## src/rtl/beamformer_pkg.sv

```systemverilog
// Shared types and width constants for the delay-and-sum beamformer.
// The widths below describe the default 4-channel, 8-bit, 16-deep configuration.
package beamformer_pkg;

    localparam int DEF_NUM_CH      = 4;
    localparam int DEF_SAMPLE_BITS = 8;
    localparam int DEF_DEPTH       = 16;

    localparam int CH_W     = $clog2(DEF_NUM_CH);
    localparam int DLY_W    = $clog2(DEF_DEPTH);
    localparam int OUT_BITS = DEF_SAMPLE_BITS + CH_W;

    typedef enum logic [1:0] {
        IDLE,
        ACCUM,
        HOLD
    } state_t;

endpackage

```

## src/rtl/sample_ring_buffer.sv

```systemverilog
// Per-channel sample history: one synchronous write port and a combinational read by index.
// Reset clears every entry, so slots that have not been written yet read as zero.
module sample_ring_buffer #(
    parameter  int SAMPLE_BITS = 8,
    parameter  int DEPTH       = 16,
    localparam int IDX_W       = $clog2(DEPTH)
) (
    input  logic                          clk,
    input  logic                          reset,
    input  logic                          we,
    input  logic [IDX_W-1:0]              wr_idx,
    input  logic signed [SAMPLE_BITS-1:0] wr_data,
    input  logic [IDX_W-1:0]              rd_idx,
    output logic signed [SAMPLE_BITS-1:0] rd_data
);

    logic signed [SAMPLE_BITS-1:0] mem [DEPTH];

    always_ff @(posedge clk) begin
        if (reset) begin
            for (int i = 0; i < DEPTH; i++) begin
                mem[i] <= '0;
            end
        end else if (we) begin
            mem[wr_idx] <= wr_data;
        end
    end

    assign rd_data = mem[rd_idx];

endmodule

```

## src/rtl/delay_sum_beamformer.sv

```systemverilog
// Delay-and-sum beamformer: stores each accepted frame, then sums one delayed sample
// per channel over NUM_CH cycles and holds the result until the sink takes it.
module delay_sum_beamformer #(
    parameter  int NUM_CH      = 4,
    parameter  int SAMPLE_BITS = 8,
    parameter  int DEPTH       = 16,
    localparam int CH_W        = $clog2(NUM_CH),
    localparam int DLY_W       = $clog2(DEPTH),
    localparam int OUT_BITS    = SAMPLE_BITS + CH_W
) (
    input  logic                          clk,
    input  logic                          reset,
    input  logic                          in_valid,
    output logic                          in_ready,
    input  logic [NUM_CH*SAMPLE_BITS-1:0] in_data,
    input  logic                          cfg_we,
    input  logic [CH_W-1:0]               cfg_ch,
    input  logic [DLY_W-1:0]              cfg_delay,
    output logic                          out_valid,
    input  logic                          out_ready,
    output logic signed [OUT_BITS-1:0]    out_data
);
    import beamformer_pkg::*;

    state_t state, next_state;

    logic [DLY_W-1:0]              wr_ptr;
    logic [DLY_W-1:0]              cur_ptr;
    logic [CH_W-1:0]               ch_idx;
    logic signed [OUT_BITS-1:0]    acc;
    logic [DLY_W-1:0]              dly_reg  [NUM_CH];
    logic [DLY_W-1:0]              dly_snap [NUM_CH];
    logic signed [SAMPLE_BITS-1:0] rd_data  [NUM_CH];
    logic signed [SAMPLE_BITS-1:0] sel_sample;
    logic                          accept;
    logic                          last_ch;

    assign accept     = in_valid && in_ready;
    assign last_ch    = (ch_idx == CH_W'(NUM_CH - 1));
    assign sel_sample = rd_data[ch_idx];
    assign out_data   = acc;

    // Read index wraps naturally because DEPTH is a power of two.
    for (genvar c = 0; c < NUM_CH; c++) begin : g_ring
        sample_ring_buffer #(
            .SAMPLE_BITS (SAMPLE_BITS),
            .DEPTH       (DEPTH)
        ) u_ring (
            .clk     (clk),
            .reset   (reset),
            .we      (accept),
            .wr_idx  (wr_ptr),
            .wr_data (in_data[c*SAMPLE_BITS +: SAMPLE_BITS]),
            .rd_idx  (cur_ptr - dly_snap[c]),
            .rd_data (rd_data[c])
        );
    end

    always_ff @(posedge clk) begin
        if (reset) begin
            state <= IDLE;
        end else begin
            state <= next_state;
        end
    end

    always_comb begin
        next_state = state;
        in_ready   = 1'b0;
        out_valid  = 1'b0;
        case (state)
            IDLE: begin
                in_ready = 1'b1;
                if (in_valid) begin
                    next_state = ACCUM;
                end
            end
            ACCUM: begin
                if (last_ch) begin
                    next_state = HOLD;
                end
            end
            HOLD: begin
                out_valid = 1'b1;
                if (out_ready) begin
                    next_state = IDLE;
                end
            end
            default: next_state = IDLE;
        endcase
    end

    // Delays are snapshotted at accept, so a config write only affects later frames.
    always_ff @(posedge clk) begin
        if (reset) begin
            wr_ptr  <= '0;
            cur_ptr <= '0;
            ch_idx  <= '0;
            acc     <= '0;
            for (int c = 0; c < NUM_CH; c++) begin
                dly_reg[c]  <= '0;
                dly_snap[c] <= '0;
            end
        end else begin
            if (cfg_we && (int'(cfg_ch) < NUM_CH)) begin
                dly_reg[cfg_ch] <= cfg_delay;
            end
            if (accept) begin
                cur_ptr <= wr_ptr;
                wr_ptr  <= wr_ptr + 1'b1;
                acc     <= '0;
                ch_idx  <= '0;
                for (int c = 0; c < NUM_CH; c++) begin
                    dly_snap[c] <= dly_reg[c];
                end
            end else if (state == ACCUM) begin
                acc    <= acc + {{CH_W{sel_sample[SAMPLE_BITS-1]}}, sel_sample};
                ch_idx <= ch_idx + 1'b1;
            end
        end
    end

endmodule

```

## config.mk

```make
export PLATFORM = sky130hd
export DESIGN_NAME = delay_sum_beamformer
export DESIGN_NICKNAME = d
export VERILOG_FILES = /design/src/rtl/beamformer_pkg.sv /design/src/rtl/sample_ring_buffer.sv /design/src/rtl/delay_sum_beamformer.sv
export SDC_FILE = /design/constraint.sdc
export NUM_CORES = 1
export LEC_CHECK = 0
export BUFFER_PORTS_ARGS = -buffer_cell sky130_fd_sc_hd__buf_2
export CAP_MARGIN = 20
export CORE_MARGIN = 2
export CORE_UTILIZATION = 40
export CTS_BUF_LIST = sky130_fd_sc_hd__clkbuf_2
export DETAILED_ROUTE_END_ITERATION = 10
export PLACE_DENSITY = 0.64
export SLEW_MARGIN = 0
export SYNTH_ARGS = -nofsm -noshare
export SYNTH_HDL_FRONTEND = slang
export SYNTH_SLANG_ARGS = --single-unit
```

## constraint.sdc

```tcl
create_clock -name clk -period 6.1 [get_ports clk]
set_input_delay 0.305 -clock clk [delete_from_list [all_inputs] [get_ports clk]]
set_output_delay 0.305 -clock clk [all_outputs]
set_load 0.02 [all_outputs]
```

# After elaboration in Yosys (flattened, before gate mapping)
# Memories as Yosys holds them, arrays and structs flattened.
# Index checks and enable logic that the tools add are counted.
# word_totals
regBits	22
mem_bits_rw	544
in_bits	43
out_inout_bits	12
elab_cells	75
mem_count	6
# memory_table
memory	depth	width	read_ports	rd_clocked_by_memory_dff	write_ports	line_no	source
g_ring[0].u_ring.mem	16	8	1	0	16	sample_ring_buffer.sv:17	logic signed [SAMPLE_BITS-1:0] mem [DEPTH];
g_ring[1].u_ring.mem	16	8	1	0	16	sample_ring_buffer.sv:17	
g_ring[2].u_ring.mem	16	8	1	0	16	sample_ring_buffer.sv:17	
g_ring[3].u_ring.mem	16	8	1	0	16	sample_ring_buffer.sv:17	
dly_reg	4	4	4	0	4	delay_sum_beamformer.sv:31	logic [DLY_W-1:0] dly_reg [NUM_CH];
dly_snap	4	4	4	0	4	delay_sum_beamformer.sv:32	logic [DLY_W-1:0] dly_snap [NUM_CH];
# classes
add_sub_neg	7
magnitude_cmp	1
n_eq_ne	6
muxes	36
n_bitwise	5
reduce_logical	9
# ops
cell	count
8-bit 2-to-1 mux	6
4-bit 2-to-1 mux	9
8-bit OR reduction	4
8-bit binary-select mux with 2-bit select	1
4-bit subtractor	4
1-bit 2-to-1 mux	15
10-bit adder	1
2-bit 2-to-1 mux	4
2-bit != test (second input constant)	3
2-bit one-hot mux with 3 select lines	1
4-bit by 1-bit adder with 4-bit output (second input constant)	1
2-bit equality test (second input constant)	2
1-bit OR	4
4-bit OR reduction	1
3-bit >= comparator (second input constant)	1
2-bit inverter with 3-bit output	1
3-bit AND reduction	1
2-bit by 1-bit adder with 2-bit output (second input constant)	1
2-bit by 1-bit equality test with 1-bit output (second input constant)	1
2-bit zero test	1
2-bit OR reduction	1
1-bit logical AND	1

# Logic depth before layout (Yosys ltp)
# logic_depth
word_depth	8
ltp_mapped	21

# By module
# From an unflattened synthesis, not the netlist that was laid out.
# hier_totals
cells_unflattened	1796
hier_area_um2	26570.5
# by_module_without_submodules
mod	n_inst	cells_per_inst	area_each_um2	seq_area_each_um2
sample_ring_buffer	4	375	5861.9	3843.7
delay_sum_beamformer	1	296	3123.0	1401.3

# Worst setup path before layout
# No wires, ideal clock.
# synth_path
kind	reg-to-reg
start	register cur_ptr[0]
end	register acc[9] (netlist: out_data[9])
t_arrival_ns	4.487
required_time_ns	5.969
slack_ns	1.482
path_stages_with_launch	20
period_less_slack_ns	4.618
path_cell_list	dfxtp_1 inv_1 ha_1 inv_1 fa_1 clkbuf_1 clkbuf_1 mux4_2 mux2i_1 a21oi_1 mux4_2 ha_1 a21o_1 a21oi_1 o21ai_0 o31ai_1 o21a_1 nor4_1 o311ai_2 o41ai_2
# synth_between
elab_chain_cells	6
word_cells_on_any_way	12
# synth_lines
item	line_no	source
start, declared	delay_sum_beamformer.sv:28	logic [DLY_W-1:0] cur_ptr;
start signal, assigned	delay_sum_beamformer.sv:109	cur_ptr <= wr_ptr;
4-bit subtractor	delay_sum_beamformer.sv:54	.rd_idx (cur_ptr - dly_snap[c]),
memory read 16 x 8 bit	n/a	
8-bit binary-select mux with 2-bit select (*)	delay_sum_beamformer.sv:40	assign sel_sample = rd_data[ch_idx];
8-bit 2-to-1 mux (not written as such) (*) (2 in a row)	delay_sum_beamformer.sv:40	
10-bit adder (*)	delay_sum_beamformer.sv:117	acc <= acc + {{CH_W{sel_sample[SAMPLE_BITS-1]}}, sel_sample};
end signal, assigned	delay_sum_beamformer.sv:117	
end, declared	delay_sum_beamformer.sv:30	logic signed [OUT_BITS-1:0] acc;
# Mark *: on every way between the ends. The rest lies on a longest branch, timed or not. The select of a mux whose other input is x is not followed.
# A chain may end at the register's enable or synchronous reset.

# Worst setup path after layout
# Ends and elaborated chain as after synthesis.

==> reports/qor.csv <==
metric;value;unit
Yosys reg bits;566;
CP startpoint;cur_ptr[0];
crit path cell chain;inv_1 > ha_2 > inv_1 > fa_1 > mux4_2 > mux2_2 > nand2_1 > o21ai_1 > mux4_2 > ha_1 > a21o_1 > a21oi_1 > o21ai_0 > o31ai_1 > o21a_1 > nor4_1 > o311ai_2 > o41ai_2;
Max Cap Viol;0;
final hold vios;0;
CP max FO;13;
Setup-failing EPs final;0;
FMAX;189;MHz
initial antenna violation count;10;
Via density;5.37;
largest net degree at the start of global routing;34;
R2R cell count;18;
DR WL/cell;24.4;microns
hpwl dp;40.5;mm
die width;261;microns
Least-Margin Pin Slew;1.07;ns
I/O Pins;55;
Ys Warns;0;
Leak Pwr;11.4;nW
hold depth;5;
Max IR drop VDD;146;uV
total chip power;0.00845;W
Required @ worst endpoint;7.26;ns
crit path DAT;6.46;ns
initial drt markers;1915;
TritonCTS clock tree;built;
Synth Flop Type;edfxtp_1;
Inserted Clock Buffers;149;
post-layout min period;5.30;ns
worst flop-to-flop path endpoint;out_data[9];
first-pass GRT wire length;105;mm
CTS Root Buffer Type;clkbuf_2;
top cell type's share of synthesized area;61.9;%
Min-Delay Path Class;in -> reg;
core area;65500;sq um
Post-synth EDFFs;544;
status;finished, final reports clean;
CTS sink cnt;566;
final critical-path share of the clock period;86.9;%
RSZ-0062 raised after global routing;no;
Max H-tree Level;4;
die height;261;microns
cell taking the most area after synthesis;edfxtp_1;
IO buf count;54;
synthesized area per cell;15.2;sq um
clock slew at reported path FFs;0.11;ns
Nets;2035;
DRC viols;0;
CP max stage delay;0.96;ns
most common cell after layout, fill and taps aside;and2_1;
Die ar.;68000;sq um
Worst-Skew Late Latency;1.34;ns
number of global-route vias before repair;16042;
worst clock skew;0.104;ns
area grow syn2layout;13.8;%
Reg2Reg Setup Slack;0.80;ns
Initial Utilization;40.3;%
total grt overflow;0;
fin cells;2922;
pins over their slew limit;0;
total wire length;71.2;mm
Worst Setup End Kind;flip-flop;
Slew headroom;28.1;%
Bufs on Longest Clock Path;3;
Setup CP Type;reg -> reg;
Async SR Flop Fraction;0;%
Synth cell types;55;
synthesized net count;1812;
vias;15700;
post_cts resized;0;
Syn Inst Count;1738;
Mapped Area;26400;sq um
Seq/Total Area, Yosys;63.6;%
total track usage;21.6;%
# placed instances;2580;
Setup TNS;0;ns
max reg flops;512;
Pre-Repair DR Iteration Count;7;
Synth area leaders;edfxtp_1, and2_1, mux4_2, dfxtp_1, clkbuf_1;
end of the critical path;out_data[9];
most frequent cells in the layout;and2_1, edfxtp_1, clkbuf_2, mux4_2, dlygate4sd3_1;
DRT antenna net count;0;
P per Cell Area;281;nW/um^2
site row count;94;
Critical R2R Launch;cur_ptr[0];
share of cells above drive strength 1;26.2;%
Slowest cell on crit path;fa_1;
Critical Path Start Type;flip-flop;
Routability Congestion;0.866;
## critical path, delay by kind of cell, from the launching register on
| kind | cells | cell delay, ns |
|---|---|---|
| AOI/OAI and AO/OA | 8 | 1.76 |
| adders and majority gates | 3 | 1.48 |
| buffers and inverters | 2 | 0.24 |
| DFF | 1 | 0.33 |
| muxes | 3 | 1.20 |
| and+or+nand+nor | 2 | 0.16 |
## layer usage
| metal | vias up | part of all wire [%] | track usage, % |
|---|---|---|---|
| met1 | 8001 | 41 | 29.3 |
| met2 | 710 | 48 | 33.8 |
| li1 | 6849 | - | - |
| met3 | 138 | 8.3 | 5.04 |
| met5 | - | 0.025 | 0 |
| met4 | 2 | 2.7 | 8.29 |
## cell type report
cell class,instances,area (sq um)
antenna,7,17.5
clock buffer,210,1050
clock inverter,31,230
fill,5742,35500
inverter,25,93.8
multi-input combinational,1013,9070
sequential,566,16800
tap,864,1080
timing repair buffer,206,1700
## logic make-up (layout without fill, tap and decap cells)
logic type / after synthesis / after routing / share of synthesized area, %
muxes: 173 / 173 / 13.1
AOI/OAI and AO/OA: 98 / 98 / 2.45
other: 0 / 7 / 0
adders and majority gates: 31 / 31 / 1.61
and+or+nand+nor: 692 / 692 / 15.7
buffers and inverters: 159 / 472 / 2.59
xor gates and xnor gates: 19 / 19 / 0.972
DFF: 566 / 566 / 63.6
## cells in the mapped netlist, types with 2 or more instances
master    number
a21oi_1       45
fa_1           5
buf_2         13
mux2_2         5
buf_6          9
nand2b_1       6
nor3b_1        3
o21ai_0        6
mux4_2       136
xor2_1         8
or3_1          2
xnor2_1        5
a211oi_1      26
nor3_1         9
xnor2_4        4
clkbuf_1     109
nand2_1       40
or2_2         19
edfxtp_1     544
nand3b_1       3
ha_1          26
nor2b_1       23
inv_1         24
buf_1          2
o21ai_1        4
xnor2_2        2
mux2i_1       31
nand3_1        5
o21a_1         2
nor2_1        26
and2_1       551
dfxtp_1       22
## per-stage QoR
stage | hold WS (ns) | setup slack [ns] | utilization, % | area (sq um)
after floorplan | 0.436 | 1.48 | - | 26400
after global placement | 0.447 | 0.983 | 42.4 | 27800
after detailed placement | 0.451 | 0.910 | 42.4 | 27800
after CTS | 0.00818 | 0.841 | 45.7 | 30000
after global routing | 0.0868 | 0.501 | 45.8 | 30000
final | 0.159 | 0.798 | 45.8 | 30000
## worst min path at each step
stage | startpoint | to | slack [ns]
global route | cfg_we | dly_reg[2][0] | 0.09
detailed placement | cur_ptr[0] | cur_ptr[0] | 0.45
finish | cfg_we | dly_reg[2][0] | 0.16
CTS | cfg_we | dly_reg[2][0] | 0.008
global placement | cur_ptr[0] | cur_ptr[0] | 0.45
floorplan | cur_ptr[0] | cur_ptr[0] | 0.44
## report_power, final
part	switching, W	internal (W)
combinational	0.000768	0.000582
sequential	0.0000618	0.00441
clock	0.00155	0.00108
total	0.00238	0.00607
## timing repair
action	in CTS	in global routing
endpoints found under the hold margin	591	0
setup buffers	0	0
hold buffers	92	0
Note: power is estimated with default switching activity, not from simulation.
